<file path="src/rtl/perf_cnt_pkg.sv">
// Shared definitions for the performance-counter bank: address map, CTRL bit
// positions, FSM state encoding and the request payload struct.
package perf_cnt_pkg;

  localparam int unsigned ADDR_W = 7;
  localparam int unsigned DATA_W = 32;
  localparam int unsigned IDX_W  = 5;

  // Word address map
  localparam logic [ADDR_W-1:0] CNT_BASE  = 7'h00;
  localparam logic [ADDR_W-1:0] SEL_BASE  = 7'h40;
  localparam logic [ADDR_W-1:0] CTRL_ADDR = 7'h60;
  localparam logic [ADDR_W-1:0] OVF_ADDR  = 7'h61;

  // Register bit positions
  localparam int unsigned CTRL_FREEZE_BIT = 0;
  localparam int unsigned CTRL_CLEAR_BIT  = 1;
  localparam int unsigned SEL_EN_BIT      = 31;

  typedef enum logic {
    ST_IDLE = 1'b0,
    ST_RESP = 1'b1
  } state_e;

  typedef struct packed {
    logic              write;
    logic [ADDR_W-1:0] addr;
    logic [DATA_W-1:0] wdata;
  } req_t;

endpackage

</file>
<file path="src/rtl/perf_cnt_slice.sv">
// One performance counter: SEL register (enable + event select), event mux,
// counter with write/clear override, wrap detect and optional sticky overflow.
// Optional feature macro: PERF_CNT_OVF_INTR_EN (sticky overflow flag).
// Ports:
//   clk, rst_n      clock, async active-low reset
//   evt_i           event pulse bus
//   freeze_i        global freeze, blocks increments
//   clear_i         zero the counter (wins over everything)
//   wr_lo_i/wr_hi_i write low/high 32-bit half from wdata_i
//   sel_wr_i        write SEL register from wdata_i
//   ovf_clr_i       clear sticky overflow
//   cnt_o, en_o, sel_o, ovf_o  current register state
module perf_cnt_slice
  import perf_cnt_pkg::*;
#(
  parameter int unsigned CNT_WIDTH = 64,
  parameter int unsigned NUM_EVT   = 32,
  parameter int unsigned EVT_SEL_W = 5,
  parameter int unsigned RST_SEL   = 0
) (
  input  logic                 clk,
  input  logic                 rst_n,
  input  logic [NUM_EVT-1:0]   evt_i,
  input  logic                 freeze_i,
  input  logic                 clear_i,
  input  logic                 wr_lo_i,
  input  logic                 wr_hi_i,
  input  logic                 sel_wr_i,
  input  logic [DATA_W-1:0]    wdata_i,
  input  logic                 ovf_clr_i,
  output logic [CNT_WIDTH-1:0] cnt_o,
  output logic                 en_o,
  output logic [EVT_SEL_W-1:0] sel_o,
  output logic                 ovf_o
);

  localparam int unsigned EVT_PAD = 1 << EVT_SEL_W;

  logic [CNT_WIDTH-1:0] cnt_q, cnt_d;
  logic                 en_q;
  logic [EVT_SEL_W-1:0] sel_q;
  logic [EVT_PAD-1:0]   evt_pad;
  logic [63:0]          wr64;
  logic                 inc_c;
  logic                 wrap_c;

  // Zero-padded bus: selects at or above NUM_EVT land on a constant 0
  assign evt_pad = EVT_PAD'(evt_i);
  assign inc_c   = en_q & evt_pad[sel_q] & ~freeze_i;

  // Counter next value: clear > half-word write > increment
  always_comb begin
    wr64 = 64'(cnt_q);
    if (wr_lo_i) wr64[31:0]  = wdata_i;
    if (wr_hi_i) wr64[63:32] = wdata_i;
    cnt_d  = cnt_q;
    wrap_c = 1'b0;
    if (clear_i) begin
      cnt_d = '0;
    end else if (wr_lo_i || wr_hi_i) begin
      cnt_d = CNT_WIDTH'(wr64);
    end else if (inc_c) begin
      cnt_d  = cnt_q + CNT_WIDTH'(1);
      wrap_c = &cnt_q;
    end
  end

  // Counter and SEL registers
  always_ff @(posedge clk or negedge rst_n) begin
    if (!rst_n) begin
      cnt_q <= '0;
      en_q  <= 1'b1;
      sel_q <= EVT_SEL_W'(RST_SEL);
    end else begin
      cnt_q <= cnt_d;
      if (sel_wr_i) begin
        en_q  <= wdata_i[SEL_EN_BIT];
        sel_q <= wdata_i[EVT_SEL_W-1:0];
      end
    end
  end

  assign cnt_o = cnt_q;
  assign en_o  = en_q;
  assign sel_o = sel_q;

`ifdef PERF_CNT_OVF_INTR_EN
  logic ovf_q, ovf_d;

  // Sticky overflow; a wrap on the same edge as a clear keeps it set
  always_comb begin
    ovf_d = ovf_q;
    if (ovf_clr_i) ovf_d = 1'b0;
    if (wrap_c)    ovf_d = 1'b1;
  end

  always_ff @(posedge clk or negedge rst_n) begin
    if (!rst_n) ovf_q <= 1'b0;
    else        ovf_q <= ovf_d;
  end

  assign ovf_o = ovf_q;
`else
  logic unused_ovf;
  assign unused_ovf = ovf_clr_i ^ wrap_c;
  assign ovf_o      = 1'b0;
`endif

endmodule

</file>
<file path="src/rtl/perf_cnt_bank.sv">
// Parametrised performance-counter bank: NUM_CNT event counters with a
// valid/ready register access channel, atomic 64-bit reads through a shared
// high-word shadow, global freeze / clear_all, and optional overflow interrupt.
// Optional feature macro: PERF_CNT_OVF_INTR_EN.
// Ports:
//   clk, rst            clock, async active-low reset
//   evt_i               one-cycle event pulses
//   req_valid/req_ready request handshake; req_write, req_addr, req_wdata
//   rsp_valid/rsp_ready response handshake; rsp_rdata (0 for writes)
//   cnt_lo_o            low 32 bits of every counter, counter 0 in the LSBs
//   ovf_intr            OR of sticky overflow flags (0 when feature disabled)
module perf_cnt_bank
  import perf_cnt_pkg::*;
#(
  parameter int unsigned NUM_CNT   = 16,
  parameter int unsigned CNT_WIDTH = 64,
  parameter int unsigned NUM_EVT   = 32
) (
  input  logic                  clk,
  input  logic                  rst,
  input  logic [NUM_EVT-1:0]    evt_i,
  input  logic                  req_valid,
  output logic                  req_ready,
  input  logic                  req_write,
  input  logic [ADDR_W-1:0]     req_addr,
  input  logic [DATA_W-1:0]     req_wdata,
  output logic                  rsp_valid,
  input  logic                  rsp_ready,
  output logic [DATA_W-1:0]     rsp_rdata,
  output logic [NUM_CNT*32-1:0] cnt_lo_o,
  output logic                  ovf_intr
);

  localparam int unsigned EVT_SEL_W = $clog2(NUM_EVT);

  req_t                 req;
  state_e               state_q, state_d;
  logic                 req_ready_q, rsp_valid_q;
  logic [DATA_W-1:0]    rdata_q, rdata_d;
  logic [31:0]          shadow_q, shadow_d;
  logic                 freeze_q, freeze_d;

  logic                 accept_c, wr_acc_c, rd_acc_c;
  logic                 is_cnt_c, is_sel_c, is_ctrl_c, is_ovf_c, cnt_hi_c;
  logic [IDX_W-1:0]     cnt_idx_c, sel_idx_c;
  logic                 clear_all_c;
  logic [DATA_W-1:0]    rd_data_c;
  logic [63:0]          cnt_rd_c;
  logic [DATA_W-1:0]    sel_rd_c;

  logic [CNT_WIDTH-1:0] cnt    [NUM_CNT];
  logic [63:0]          cnt64  [NUM_CNT];
  logic [EVT_SEL_W-1:0] sel    [NUM_CNT];
  logic [NUM_CNT-1:0]   en_vec, ovf_vec;
  logic [NUM_CNT-1:0]   wr_lo_c, wr_hi_c, sel_wr_c, ovf_clr_c;

  assign req      = {req_write, req_addr, req_wdata};
  assign accept_c = req_valid & req_ready_q;
  assign wr_acc_c = accept_c & req.write;
  assign rd_acc_c = accept_c & ~req.write;

  // Address decode
  assign cnt_idx_c = req.addr[5:1];
  assign cnt_hi_c  = req.addr[0];
  assign sel_idx_c = req.addr[4:0];
  assign is_cnt_c  = ((req.addr & 7'h40) == CNT_BASE) && (32'(cnt_idx_c) < NUM_CNT);
  assign is_sel_c  = ((req.addr & 7'h60) == SEL_BASE) && (32'(sel_idx_c) < NUM_CNT);
  assign is_ctrl_c = (req.addr == CTRL_ADDR);
  assign is_ovf_c  = (req.addr == OVF_ADDR);

  assign clear_all_c = wr_acc_c & is_ctrl_c & req.wdata[CTRL_CLEAR_BIT];
  assign ovf_clr_c   = (wr_acc_c & is_ovf_c) ? req.wdata[NUM_CNT-1:0] : '0;

  // Per-counter write strobes and read-side muxes
  always_comb begin
    wr_lo_c  = '0;
    wr_hi_c  = '0;
    sel_wr_c = '0;
    cnt_rd_c = '0;
    sel_rd_c = '0;
    for (int unsigned i = 0; i < NUM_CNT; i++) begin
      wr_lo_c[i]  = wr_acc_c & is_cnt_c & ~cnt_hi_c & (cnt_idx_c == IDX_W'(i));
      wr_hi_c[i]  = wr_acc_c & is_cnt_c &  cnt_hi_c & (cnt_idx_c == IDX_W'(i));
      sel_wr_c[i] = wr_acc_c & is_sel_c & (sel_idx_c == IDX_W'(i));
      if (cnt_idx_c == IDX_W'(i)) cnt_rd_c = cnt64[i];
      if (sel_idx_c == IDX_W'(i)) sel_rd_c = {en_vec[i], 31'(sel[i])};
    end
  end

  // Read data; high counter words come from the shadow, not the live value
  always_comb begin
    rd_data_c = '0;
    if (is_cnt_c) begin
      rd_data_c = cnt_hi_c ? shadow_q : cnt_rd_c[31:0];
    end else if (is_sel_c) begin
      rd_data_c = sel_rd_c;
    end else if (is_ctrl_c) begin
      rd_data_c[CTRL_FREEZE_BIT] = freeze_q;
    end else if (is_ovf_c) begin
      rd_data_c = 32'(ovf_vec);
    end
  end

  // Next-state: handshake FSM, shadow latch, CTRL
  always_comb begin
    state_d  = state_q;
    rdata_d  = rdata_q;
    shadow_d = shadow_q;
    freeze_d = freeze_q;
    case (state_q)
      ST_IDLE: begin
        if (accept_c) begin
          state_d = ST_RESP;
          rdata_d = req.write ? '0 : rd_data_c;
        end
      end
      ST_RESP: begin
        if (rsp_ready) state_d = ST_IDLE;
      end
      default: state_d = ST_IDLE;
    endcase
    if (clear_all_c) begin
      shadow_d = '0;
    end else if (rd_acc_c && is_cnt_c && !cnt_hi_c) begin
      shadow_d = cnt_rd_c[63:32];
    end
    if (wr_acc_c && is_ctrl_c) freeze_d = req.wdata[CTRL_FREEZE_BIT];
  end

  // State register; handshake outputs registered alongside the state
  always_ff @(posedge clk or negedge rst) begin
    if (!rst) begin
      state_q     <= ST_IDLE;
      req_ready_q <= 1'b1;
      rsp_valid_q <= 1'b0;
      rdata_q     <= '0;
      shadow_q    <= '0;
      freeze_q    <= 1'b0;
    end else begin
      state_q     <= state_d;
      req_ready_q <= (state_d == ST_IDLE);
      rsp_valid_q <= (state_d == ST_RESP);
      rdata_q     <= rdata_d;
      shadow_q    <= shadow_d;
      freeze_q    <= freeze_d;
    end
  end

  assign req_ready = req_ready_q;
  assign rsp_valid = rsp_valid_q;
  assign rsp_rdata = rdata_q;

  // Counter slices
  for (genvar g = 0; g < NUM_CNT; g++) begin : g_cnt
    perf_cnt_slice #(
      .CNT_WIDTH (CNT_WIDTH),
      .NUM_EVT   (NUM_EVT),
      .EVT_SEL_W (EVT_SEL_W),
      .RST_SEL   (g % NUM_EVT)
    ) u_slice (
      .clk       (clk),
      .rst_n     (rst),
      .evt_i     (evt_i),
      .freeze_i  (freeze_q),
      .clear_i   (clear_all_c),
      .wr_lo_i   (wr_lo_c[g]),
      .wr_hi_i   (wr_hi_c[g]),
      .sel_wr_i  (sel_wr_c[g]),
      .wdata_i   (req.wdata),
      .ovf_clr_i (ovf_clr_c[g]),
      .cnt_o     (cnt[g]),
      .en_o      (en_vec[g]),
      .sel_o     (sel[g]),
      .ovf_o     (ovf_vec[g])
    );
    assign cnt64[g]             = 64'(cnt[g]);
    assign cnt_lo_o[g*32 +: 32] = cnt64[g][31:0];
  end

`ifdef PERF_CNT_OVF_INTR_EN
  logic ovf_intr_q;

  always_ff @(posedge clk or negedge rst) begin
    if (!rst) ovf_intr_q <= 1'b0;
    else      ovf_intr_q <= |ovf_vec;
  end

  assign ovf_intr = ovf_intr_q;
`else
  assign ovf_intr = 1'b0;
`endif

endmodule

</file>
<file path="config.mk">
export PLATFORM = sky130hd
export DESIGN_NAME = perf_cnt_bank
export DESIGN_NICKNAME = d
export VERILOG_FILES = /design/src/rtl/perf_cnt_pkg.sv /design/src/rtl/perf_cnt_slice.sv /design/src/rtl/perf_cnt_bank.sv
export SDC_FILE = /design/constraint.sdc
export NUM_CORES = 2
export LEC_CHECK = 0
export BUFFER_PORTS_ARGS = -buffer_cell sky130_fd_sc_hd__buf_2
export CAP_MARGIN = 10
export CORE_UTILIZATION = 25
export CTS_CLUSTER_SIZE = 10
export DETAILED_ROUTE_END_ITERATION = 10
export PLACE_DENSITY = 0.43
export SLEW_MARGIN = 20
export SYNTH_ARGS = -nofsm -noshare
export SYNTH_HDL_FRONTEND = slang
export SYNTH_HIERARCHICAL = 1
export SYNTH_SLANG_ARGS = --single-unit
export TNS_END_PERCENT = 50
</file>
<file path="constraint.sdc">
create_clock -name clk -period 6.6 [get_ports clk]
set_clock_uncertainty 0.1 [all_clocks]
set_input_delay 0.99 -clock clk [delete_from_list [all_inputs] [get_ports clk]]
set_output_delay 0.99 -clock clk [all_outputs]
set_load 0.005 [all_outputs]
</file>
==> impl_metrics.py <==
metrics = {
    "timing": {
        "hold_viol": 0,
        "fin_crit_sh_pct": 78.7,
        "worstMarginPinSlew_ps": 1390,
        "max_slew_margin_pct": 6.37,
        "setup_violations": 0,
        "min_period_ps": 5190,
        "tns_ps": 0,
        "rsz0062_at_grt": "false",
        "max_freq_mhz": 193,
        "drv_slew": 0,
    },
    "die": {
        "dieHeight_um": 612,
        "core.rowCount": 223,
        "core_area_um2": 370000,
        "die_w_um": 612,
        "die-area_um2": 375000,
        "io_pins": 623,
        "start_util_pct": 25.2,
    },
    "worst_setup_path": {
        "crit_chain": "and3_1, nand3_2, buf_4, nor2_1, buf_4, nor2_2, buf_4, nand2_1, nand3_1, buf_4, a21oi_1, a32o_1",
        "required_ps": 7340,
        "cp_top_family": "simple AND/OR/NAND/NOR gates",
        "endpoint_kind": "flip-flop",
        "arrival_ps": 5940,
        "cp_slowest_cell": "a21oi_1",
        "worstSetupStartpointType": "flip-flop",
        "critical_path_class": "reg2reg",
        "path_max_fanout": 32,
        "crit_buf_inv": 4,
        "slowest_delay_ps": 780,
        "path_common_cell": "buf_4",
    },
    "global_route": {
        "overflow": 0,
        "met3_usage_pct": 8.61,
        "grt_usage_pct": 38.4,
        "first_global_vias": 102321,
        "met1_usage_pct": 47.4,
        "grt_max_degree": 128,
        "gr-usage-met2_pct": 56.8,
        "top_usage_layer": "met2",
        "grt_pass1_wl_mm": 986,
        "antenna_found_initial": 105,
    },
    "pwr": {
        "switchingPower_uw": 8800,
        "p_leak_uw": 0.0372,
        "peakVddDrop_uv": 194,
        "combPwrFrac_pct": 17.4,
        "intPower_uw": 14400,
        "pwr-share-clk_pct": 41.2,
        "p_per_area_nw_per_um2": 215,
        "seqPwrFrac_pct": 41.4,
        "p_sw_share_pct": 37.9,
    },
    "layout": {
        "seqCellArea_um2": 29800,
        "fillers": 40331,
        "design_area_um2": 108000,
        "nets": 11713,
        "layout-drive-gt1-share_pct": 15.8,
        "syn2layout_area_growth_pct": 15.9,
        "final_util_pct": 29.2,
        "multi_input_area_um2": 59100,
    },
    "place": {
        "dpl_cell_area_um2": 102000,
        "place.port_buffers": 621,
        "dp_hpwl_mm": 567,
        "gp_congestion": 1.07,
    },
    "cts": {
        "clk_pin_slew_ps": 60,
        "cts-resized-gates": 0,
        "clock_latency_ps": 940,
        "cts_tree": "yes",
        "postCtsSetupBuffers": 0,
        "cts.sinks": 1187,
        "cts_max_level": 4,
        "root_buffer": "clkbuf_16",
        "cts.path.max_buffers": 4,
        "cts_inserted_buffers": 171,
    },
    "worst_hold_path": {
        "hold_path_class": "in2reg",
    },
    "route": {
        "initialDrtViolationCount": 18220,
        "vias_per_cell": 6.68,
        "drc": 0,
        "wl_mm": 750,
        "drt-pass1-iter-count": 7,
        "vias": 112072,
        "wl_per_cell_um": 44.7,
        "route.antenna.remaining_nets": 0,
    },
    "synthesis": {
        "syn_area_per_cell_um2": 8.29,
        "syn_nets": 11317,
        "yosys_warnings": 6,
        "syn_area_um2": 93100,
        "syn_inst": 11225,
    },
    "outcome": {
        "status": "finished clean",
    },
    "run": {
        "drv_cap": 0,
    },
}
==> cell usage in the layout (no fill, tap or decap), types with 271 or more instances in the layout <==
master	n
nor3_1	271
nand3_1	569
dfrtp_1	1138
o31a_1	324
buf_2	594
mux2i_1	373
nand2_1	1457
o21ai_0	542
buf_4	384
nor2_1	658
o211ai_1	271
nand4_1	312
a21oi_1	480
==> path summary, 6_finish.rpt <==
path | from | endpoint | slack (ps) | cells after the start
min in group asynchronous | rst | g_cnt[10].u_slice/cnt_o[0] | 610 | 2
max in group asynchronous | rst | g_cnt[2].u_slice/sel_o[0] | 4150 | 4
hold reg to reg | shadow_q[22] | shadow_q[22] | 400 | 2
setup / recovery | req_ready | g_cnt[13].u_slice/cnt_o[52] | 1410 | 12
setup reg to reg | req_ready | g_cnt[13].u_slice/cnt_o[52] | 1410 | 12
hold / removal | rsp_ready | rsp_valid | 200 | 2
==> state kept, by name, summed over array words and instances (netlist names) <==
signal               flops
freeze_q                 1
g_cnt.u_slice/cnt_o   1024
g_cnt.u_slice/en_o      16
g_cnt.u_slice/sel_o     80
req_ready                1
rsp_rdata               32
rsp_valid                1
shadow_q                32
==> worst register-to-register path, cell delays in order, from the launching register on <==
cell,delay (ps)
dfstp_2,570
and3_1,560
nand3_2,630
buf_4,430
nor2_1,190
buf_4,300
nor2_2,80
buf_4,270
nand2_1,120
nand3_1,420
buf_4,400
a21oi_1,780
a32o_1,250
==> per-stage QoR <==
| stage | instances | power (µW) | setup slack [ps] | hold WS, ps |
|---|---|---|---|---|
| after floorplan | 11225 | 10300 | 2040 | 343 |
| after global placement | 16395 | 13500 | 715 | 376 |
| after detailed placement | 16395 | 13500 | 900 | 379 |
| after CTS | 16695 | 23000 | 1600 | 174 |
| after global routing | 16711 | 23500 | 1420 | 212 |
| final | 16772 | 23200 | 1410 | 197 |
==> metal layers <==
layer,vias to the layer above,share of wire (%)
li1,44936,-
met5,-,0.029
met3,1928,9.9
met4,32,10
met2,8081,42
met1,57095,38
==> cell type report <==
class	instances	area share, %
Timing Repair Buffer	1009	5.98
Multi-Input combinational cell	9073	54.8
Antenna cell	75	0.174
Sequential cell	1187	27.6
Inverter	179	0.624
Clock buffer	253	4.61
Tap cell	4950	5.74
Clock inverter	46	0.470
==> power groups by stage <==
stage	logic (µW)	registers, µW	clock network (µW)
finish	4030	9600	9570
global route	4160	9520	9860
CTS	3890	9500	9640
detailed placement	3880	9630	0
global placement	3890	9650	0
floorplan	1840	8500	0
==> timing repair <==
| item | in CTS | in global routing |
|---|---|---|
| hold buffers | 1 | 0 |
| hold endpoints to repair | 19 | 0 |
| endpoints found under the setup margin | 0 | 0 |
No activity file was read; power rests on OpenSTA's default activity.
